--- src/rtl/seg_scan_reader.sv ---
// seg_scan_reader
//   Reads back a scanned, multiplexed 7-segment display bus and recovers the
//   BCD digit shown at each position. Each position's pattern is debounced
//   over STABLE_CNT consecutive identical samples before it is committed to a
//   shadow slot. Once all NUM_DIGITS slots are captured, the frame is copied to
//   the outputs and offered with a valid/ready handshake.
//
//   Build option: define SEG_ACTIVE_LOW_EN for common-anode displays. seg_in
//   and dig_en are then inverted on entry, so a blank digit is all lines high.
//
// Ports
//   clk, rst_n   clock, asynchronous active-low reset
//   sample_en    inputs are evaluated only on edges where this is high
//   seg_in[6:0]  segment lines abcdefg (bit 6 = a)
//   dig_en       one-hot digit select, bit i = position i
//   bcd_out      frame digits, digit i at [4i+3:4i]; 4'hF = blank/illegal
//   digit_err    per digit: the committed pattern was not a legal glyph
//   frame_valid  frame available; bcd_out/digit_err are stable while high
//   frame_ready  consumer accepts the frame
module seg_scan_reader #(
  parameter int NUM_DIGITS = 4,
  parameter int STABLE_CNT = 3
) (
  input  logic                    clk,
  input  logic                    rst_n,
  input  logic                    sample_en,
  input  logic [6:0]              seg_in,
  input  logic [NUM_DIGITS-1:0]   dig_en,
  output logic [4*NUM_DIGITS-1:0] bcd_out,
  output logic [NUM_DIGITS-1:0]   digit_err,
  output logic                    frame_valid,
  input  logic                    frame_ready
);

  localparam int          CW     = 4;
  localparam int          SW     = NUM_DIGITS + 7;
  localparam logic [CW-1:0] STABLE = CW'(STABLE_CNT);

  typedef enum logic {COLLECT, HOLD} state_e;

  logic [6:0]            seg_w;
  logic [NUM_DIGITS-1:0] dig_w;

`ifdef SEG_ACTIVE_LOW_EN
  assign seg_w = ~seg_in;
  assign dig_w = ~dig_en;
`else
  assign seg_w = seg_in;
  assign dig_w = dig_en;
`endif

  state_e                  state_q, state_d;
  logic [SW-1:0]           prev_q, prev_d;
  logic [CW-1:0]           cnt_q, cnt_d;
  logic [NUM_DIGITS-1:0]   captured_q, captured_d;
  logic [4*NUM_DIGITS-1:0] shadow_bcd_q, shadow_bcd_d;
  logic [NUM_DIGITS-1:0]   shadow_err_q, shadow_err_d;
  logic [4*NUM_DIGITS-1:0] bcd_q, bcd_d;
  logic [NUM_DIGITS-1:0]   err_q, err_d;
  logic                    valid_q, valid_d;

  logic                    onehot;
  logic [SW-1:0]           sample;
  logic [NUM_DIGITS-1:0]   commit_mask;
  logic [4:0]              dec;

  // Returns {err, bcd}. Blank reads as F without error.
  function automatic logic [4:0] decode(input logic [6:0] s);
    logic [4:0] r;
    case (s)
      7'h7E:   r = {1'b0, 4'd0};
      7'h30:   r = {1'b0, 4'd1};
      7'h6D:   r = {1'b0, 4'd2};
      7'h79:   r = {1'b0, 4'd3};
      7'h33:   r = {1'b0, 4'd4};
      7'h5B:   r = {1'b0, 4'd5};
      7'h5F:   r = {1'b0, 4'd6};
      7'h70:   r = {1'b0, 4'd7};
      7'h7F:   r = {1'b0, 4'd8};
      7'h7B:   r = {1'b0, 4'd9};
      7'h00:   r = {1'b0, 4'hF};
      default: r = {1'b1, 4'hF};
    endcase
    return r;
  endfunction

  always_comb begin
    state_d      = state_q;
    prev_d       = prev_q;
    cnt_d        = cnt_q;
    captured_d   = captured_q;
    shadow_bcd_d = shadow_bcd_q;
    shadow_err_d = shadow_err_q;
    bcd_d        = bcd_q;
    err_d        = err_q;
    valid_d      = valid_q;
    commit_mask  = '0;
    onehot       = $onehot(dig_w);
    sample       = {dig_w, seg_w};
    dec          = decode(seg_w);

    if (sample_en) begin
      prev_d = sample;
      if (!onehot) begin
        cnt_d = '0;
      end else if (sample == prev_q) begin
        cnt_d = (cnt_q >= STABLE) ? STABLE : cnt_q + 4'd1;
      end else begin
        cnt_d = 4'd1;
      end
      // Commit only on the edge the counter reaches STABLE, not while saturated.
      if (onehot && (cnt_q != STABLE) && (cnt_d == STABLE)) begin
        commit_mask = dig_w;
        for (int unsigned i = 0; i < NUM_DIGITS; i++) begin
          if (dig_w[i]) begin
            shadow_bcd_d[4*i +: 4] = dec[3:0];
            shadow_err_d[i]        = dec[4];
          end
        end
      end
    end

    case (state_q)
      COLLECT: begin
        if (&captured_q) begin
          bcd_d      = shadow_bcd_q;
          err_d      = shadow_err_q;
          valid_d    = 1'b1;
          // Mask is cleared, but a commit on this same edge still counts.
          captured_d = commit_mask;
          state_d    = HOLD;
        end else begin
          captured_d = captured_q | commit_mask;
        end
      end
      HOLD: begin
        captured_d = captured_q | commit_mask;
        if (valid_q && frame_ready) begin
          valid_d = 1'b0;
          state_d = COLLECT;
        end
      end
      default: state_d = COLLECT;
    endcase
  end

  always_ff @(posedge clk or negedge rst_n) begin
    if (!rst_n) begin
      state_q      <= COLLECT;
      prev_q       <= '0;
      cnt_q        <= '0;
      captured_q   <= '0;
      shadow_bcd_q <= '0;
      shadow_err_q <= '0;
      bcd_q        <= '0;
      err_q        <= '0;
      valid_q      <= 1'b0;
    end else begin
      state_q      <= state_d;
      prev_q       <= prev_d;
      cnt_q        <= cnt_d;
      captured_q   <= captured_d;
      shadow_bcd_q <= shadow_bcd_d;
      shadow_err_q <= shadow_err_d;
      bcd_q        <= bcd_d;
      err_q        <= err_d;
      valid_q      <= valid_d;
    end
  end

  assign bcd_out     = bcd_q;
  assign digit_err   = err_q;
  assign frame_valid = valid_q;

endmodule

--- config.mk ---
export PLATFORM = sky130hd
export DESIGN_NAME = seg_scan_reader
export DESIGN_NICKNAME = d
export VERILOG_FILES = /design/src/rtl/seg_scan_reader.sv
export SDC_FILE = /design/constraint.sdc
export NUM_CORES = 1
export LEC_CHECK = 0
export CAP_MARGIN = 20
export CORE_AREA = 5 5 79 81
export CTS_CLUSTER_SIZE = 40
export DETAILED_ROUTE_END_ITERATION = 7
export DIE_AREA = 0 0 84 86
export PLACE_DENSITY = 0.82
export SYNTH_ARGS = -nofsm -noshare
export SYNTH_HDL_FRONTEND = slang
export SYNTH_SLANG_ARGS = --single-unit
--- constraint.sdc ---
create_clock -name clk -period 3.6 [get_ports clk]
set_clock_uncertainty 0.1 [all_clocks]
set_input_delay 0.54 -clock clk [delete_from_list [all_inputs] [get_ports clk]]
set_output_delay 0.54 -clock clk [all_outputs]
set_load 0.05 [all_outputs]
## Word level (Yosys, flattened, before mapping)

Cells that the tools add are included.
W data, S select, Z words.

- Order comparisons: 1
- Reductions and logical operators: 11
- Bitwise gates (word level): 2
- Multiplexer cells: 15
- Add/sub/neg operators: 4
- Equal/unequal tests: 16

Operators with widths:

| kind | count |
|---|---|
| $eq A7 B7 Y1 const B | 8 |
| $pmux W5 S11 | 1 |
| $mux W4 | 7 |
| $eq A7 B6 Y1 const B | 2 |
| $reduce_and A3 Y1 | 4 |
| $eq A11 B11 Y1 | 1 |
| $pmux W4 S2 | 1 |
| $logic_not A7 Y1 | 1 |
| $reduce_and A5 Y1 | 1 |
| $add A1 B1 Y2 | 2 |
| $add A4 B1 Y4 const B | 1 |
| $eq A4 B2 Y1 const B | 1 |
| $ge A4 B2 Y1 const B | 1 |
| $mux W1 | 4 |
| $ne A4 B2 Y1 const B | 1 |
| $or A4 B4 Y4 | 1 |
| $pmux W1 S2 | 2 |
| $reduce_and A4 Y1 | 1 |
| $add A2 B2 Y3 | 1 |
| $eq A3 B1 Y1 const B | 1 |
| $logic_and A1 B1 Y1 | 3 |
| $ne A2 B1 Y1 const B | 1 |
| $ne A2 B2 Y1 const B | 1 |
| $reduce_and A2 Y1 | 1 |
| $not A1 Y1 | 1 |

- Input bits: 15
- Register bits after elaboration: 61
- Output and inout bits: 21

## Longest topological paths before layout

- Depth after elaboration: 12
- Mapped depth: 10
- Mapped depth without buffers: 10

## Worst setup path before layout

OpenSTA, ideal clock, no wires.

- Path kind: input port to flip-flop
- Start: input port dig_en[0]
- End: register shadow_bcd_q[13]
- Stages on the path: 9
- Data arrival time: 2614 ps
- Required time: 3375 ps
- Path buffers: 0
- Slack: 761 ps
- Library setup time: 125 ps
- Cells stage by stage: inv_1 > fa_1 > inv_1 > ha_1 > ha_1 > nand4bb_1 > a21oi_1 > nand3_1 > mux2_2

- Longest elaborated chain between the ends: 8
- Elaborated cells on any way between the ends: 11
- Classes of those cells: add/sub (2); eq/ne (3); mux (3); reduce/logical (3)

RTL lines:

| item | RTL line | text |
|---|---|---|
| start: declaration | 28 | `input logic [NUM_DIGITS-1:0] dig_en,` |
| $add A1 B1 Y2 (implied by the code) | 98 | `onehot = $onehot(dig_w);` |
| $add A2 B2 Y3 (implied by the code) | 98 |  |
| $eq A3 B1 Y1 | 98 |  |
| $mux W4 | 104 | `if (!onehot) begin` |
| $mux W4 | 102 | `if (sample_en) begin` |
| $eq A4 B2 Y1 | 112 | `if (onehot && (cnt_q != STABLE) && (cnt_d == STABLE)) begin` |
| $logic_and A1 B1 Y1 * | 112 |  |
| $reduce_and A3 Y1 (no source line) * | - |  |
| end signal: assignment | 163 | `shadow_bcd_q <= shadow_bcd_d;` |
| end: declaration | 56 | `logic [4*NUM_DIGITS-1:0] shadow_bcd_q, shadow_bcd_d;` |

Mark *: on every way between the ends. The rest lies on a longest branch, timed or not. The select of a mux whose other input is x is not followed.
A chain may end at the register's enable or synchronous reset.

## Final worst setup path

Same ends and word-level chain as after synthesis.

==> impl_metrics.csv <==
group,metric,value,unit
outcome,outcome,"finished, final reports clean",
floorplanning,initial_utilization,51.5,%
detailed_routing,dr.pass1.iters,4,
floorplanning,fp.dieH,86,µm
sta,hold_viol,0,
sta,finalCriticalPeriod,3130,ps
setup_path,start_kind,"input pin",
final_layout,nets,283,
place,dpl.hpwl,3800,µm
clock_network,cts-root-buf,"clkbuf_8",
logic_synthesis,synthAdderAreaFrac,2.07,%
detailed_routing,antenna_left,0,
final_layout,num-fill-cells,449,
clock_network,h-tree-depth,3,
pwr,max-vdd-ir-drop,0.000400,V
floorplanning,ioPinCount,36,
final_layout,fin_util,63.5,%
clock_network,numCtsBuffers,9,
detailed_routing,wl_per_cell,15.7,µm
setup_path,cp-end-kind,"flip-flop",
pwr,switchingPower,464,µW
clock_network,cts_tree,"built",
sta,final-max-slew-violation-count,0,
pwr,powerDensity,510,mW/mm²
floorplanning,num_rows,27,
grt,grt_pass1_wl,9290,µm
grt,first_global_vias,1980,
place,gp_congestion,0.745,
pwr,design_power_total,1.75,mW
sta,rsz0062_at_grt,"no",
clock_network,clockBufferDepth,2,
logic_synthesis,synth_seq_cells,61,
grt,globalRouteOverflowTotal,0,
floorplanning,core_region_area,0.00541,mm²
pwr,power.share.clock,38.7,%
setup_path,path_class,"in -> reg",
logic_synthesis,synthSimpleGateAreaFrac,10.9,%
logic_synthesis,synth-warning-count,0,
setup_path,r2r-end,"shadow_bcd_q[13]$_DFFE_PN0P_",
clock_network,post_cts_buffers,0,
grt,grt_max_degree,38,
setup_path,timing.rr.start,"cnt_q[0]$_DFFE_PN0P_",
logic_synthesis,postSynthAreaPerCell,12.6,µm²
place,portBuffers,35,
setup_path,critPathMaxStageDelay,520,ps
sta,setup_violations,0,
setup_path,reg2reg_slack,1290,ps
final_layout,area_growth,23.2,%
pwr,p_leak,1.62,nW
pwr,combPwrFrac,16.5,%
final_layout,diodes,0,
setup_path,path_cells,"clkdlybuf4s50_1 -> inv_1 -> fa_1 -> inv_1 -> ha_1 -> ha_1 -> nand4bb_1 -> a21oi_1 -> buf_4 -> nand3_1 -> mux2_2",
sta,finalCritPeriodShare,87.0,%
floorplanning,die_area,0.00722,mm²
worst_hold_path,hold_path.class,"in -> async",
setup_path,slowest_stage,"fa_1",
final_layout,drive_gt1_share,29.1,%
clock_network,numClockSinks,61,
pwr,power.internal,1.29,mW
setup_path,critPathMaxFanout,6,
logic_synthesis,synth_compound_area_share,6.02,%
logic_synthesis,ys_seq_area_share,54.8,%
detailed_routing,drt_iter0_drc,125,
sta,worst_slew_pin_slew,796,ps
logic_synthesis,async_flop_share,100,%
clock_network,clkTransAtPathRegs,70,ps
detailed_routing,vias,1846,
logic_synthesis,synth_top_family_by_area,"multiplexers",
run,maxCapViolations,0,
logic_synthesis,synthCells,221,
clock_network,ctsResizeCount,0,
grt,antenna_found_initial,0,
grt,grt_usage,16.5,%
setup_path,required,3720,ps
logic_synthesis,ys_types,40,
sta,finalSetupTns,0,ps
sta,timing.slew.headroom,46.9,%
detailed_routing,drc,0,
logic_synthesis,mappedNetlistArea,0.00279,mm²
logic_synthesis,ys.flop_type,"dfrtp_1",
clock_network,ctsHoldBuffers,0,
logic_synthesis,synthXorXnorAreaFrac,3.77,%
clock_network,insertion_delay,330,ps
floorplanning,die_w,84,µm
setup_path,ff2ff_path_depth,6,
detailed_routing,drt-vias-per-instance,5.43,
pwr,seq_power_share,44.8,%
logic_synthesis,synth_fp_nets,240,
pwr,switching_share,26.5,%
sta,fmax,319,MHz
setup_path,crit_arrival,3250,ps
logic_synthesis,synth_mux_area_share,18.1,%
detailed_routing,routed_wl,5350,µm
logic_synthesis,synth_edf_count,0,
[cell families (layout without fill, tap and decap cells)]
family | Yosys count | count (layout)
buffers and inverters | 22 | 69
XOR/XNOR | 12 | 12
multiplexers | 45 | 45
flip-flops | 61 | 61
AND/OR/NAND/NOR | 56 | 56
adder cells (fa/ha/maj) | 4 | 4
AO/OA/AOI/OAI | 21 | 21
[Yosys cell counts, drive strengths merged, types with 2 or more instances]
library cell | number | area (µm²)
xnor2 | 11 | 96.3
nor2 | 4 | 15.0
ha | 3 | 37.5
o21ai | 6 | 30.0
and4b | 2 | 21.3
nand4 | 4 | 25.0
nor3 | 7 | 40.0
buf | 6 | 48.8
o221ai | 2 | 30.0
dfrtp | 61 | 1530
mux2 | 44 | 495
clkbuf | 6 | 32.5
nor4 | 2 | 12.5
a22oi | 4 | 30.0
nand2 | 19 | 71.3
inv | 10 | 37.5
nand3 | 7 | 35.0
nor2b | 3 | 18.8
o311a | 2 | 21.3
and2 | 2 | 12.5
a21oi | 2 | 10.0
[worst max-delay path: cells and delay by family]
family	cells	cell delay, ps
buffers and inverters	4	730
adder cells (fa/ha/maj)	3	950
multiplexers	1	370
AO/OA/AOI/OAI	1	160
AND/OR/NAND/NOR	2	490
[power by group through the flow]
stage / registers, mW / clock network [mW] / logic, mW
after floorplan: 0.869 / 0 / 0.111
after global placement: 0.794 / 0 / 0.284
after detailed placement: 0.798 / 0 / 0.291
after CTS: 0.785 / 0.687 / 0.293
after global routing: 0.791 / 0.725 / 0.315
final: 0.784 / 0.677 / 0.289
[routing by layer]
metal,vias up,part of all wire (%),track usage [%]
met3,7,4.7,4.32
met2,53,48,26.7
li1,864,-,-
met5,-,0,0
met4,0,1.6,7.89
met1,922,45,20.7
[worst max path at each step]
stage	from	to	slack [ps]	depth (start not counted)
2_1_floorplan	dig_en[0]	shadow_bcd_q[13]$_DFFE_PN0P_	760	9
3_3_place_gp	dig_en[0]	shadow_bcd_q[14]$_DFFE_PN0P_	160	11
3_5_place_dp	dig_en[0]	shadow_bcd_q[14]$_DFFE_PN0P_	140	11
4_1_cts	dig_en[0]	shadow_bcd_q[13]$_DFFE_PN0P_	460	11
5_1_grt	dig_en[3]	shadow_bcd_q[15]$_DFFE_PN0P_	310	11
6_report	dig_en[0]	shadow_bcd_q[13]$_DFFE_PN0P_	470	11
[layout make-up]
cell class | count | area, µm² | area share, %
clock buffer | 12 | 155 | 4.52
sequential | 61 | 1530 | 44.5
clock inverter | 3 | 68.8 | 2.01
multi-input combinational | 138 | 1140 | 33.2
inverter | 10 | 37.5 | 1.09
tap | 72 | 90.1 | 2.63
timing repair buffer | 44 | 413 | 12.0
[stage by stage]
stage	hold WS (ps)	instance area, µm²	std cells	setup WS, ps
after global placement	357	3210	325	158
after CTS	213	3430	340	462
after floorplan	144	2790	221	761
after detailed placement	368	3210	325	138
final	187	3430	340	469
after global routing	238	3430	340	312
[sequential cells by signal (all words and copies together) (netlist names)]
register      flops
prev_q           11
shadow_bcd_q     16
frame_valid       1
shadow_err_q      4
digit_err         4
state_q           1
cnt_q             4
captured_q        4
bcd_out          16
[layout by cell type, fill, tap and decap left out, types with 2 or more instances in the layout]
cell type	instances
dfrtp_1	61
ha_1	3
a21oi_1	2
o21ai_0	6
xnor2_1	11
buf_4	9
nand4_1	4
clkbuf_8	11
o221ai_2	2
nor2_1	4
inv_1	10
nor2b_1	3
nor3_1	6
a22oi_1	4
and2_1	2
mux2_2	44
nand3_1	7
clkdlybuf4s50_1	34
bufinv_16	2
nand2_1	19
nor4_1	2
Note: power is estimated with default switching activity, not from simulation.
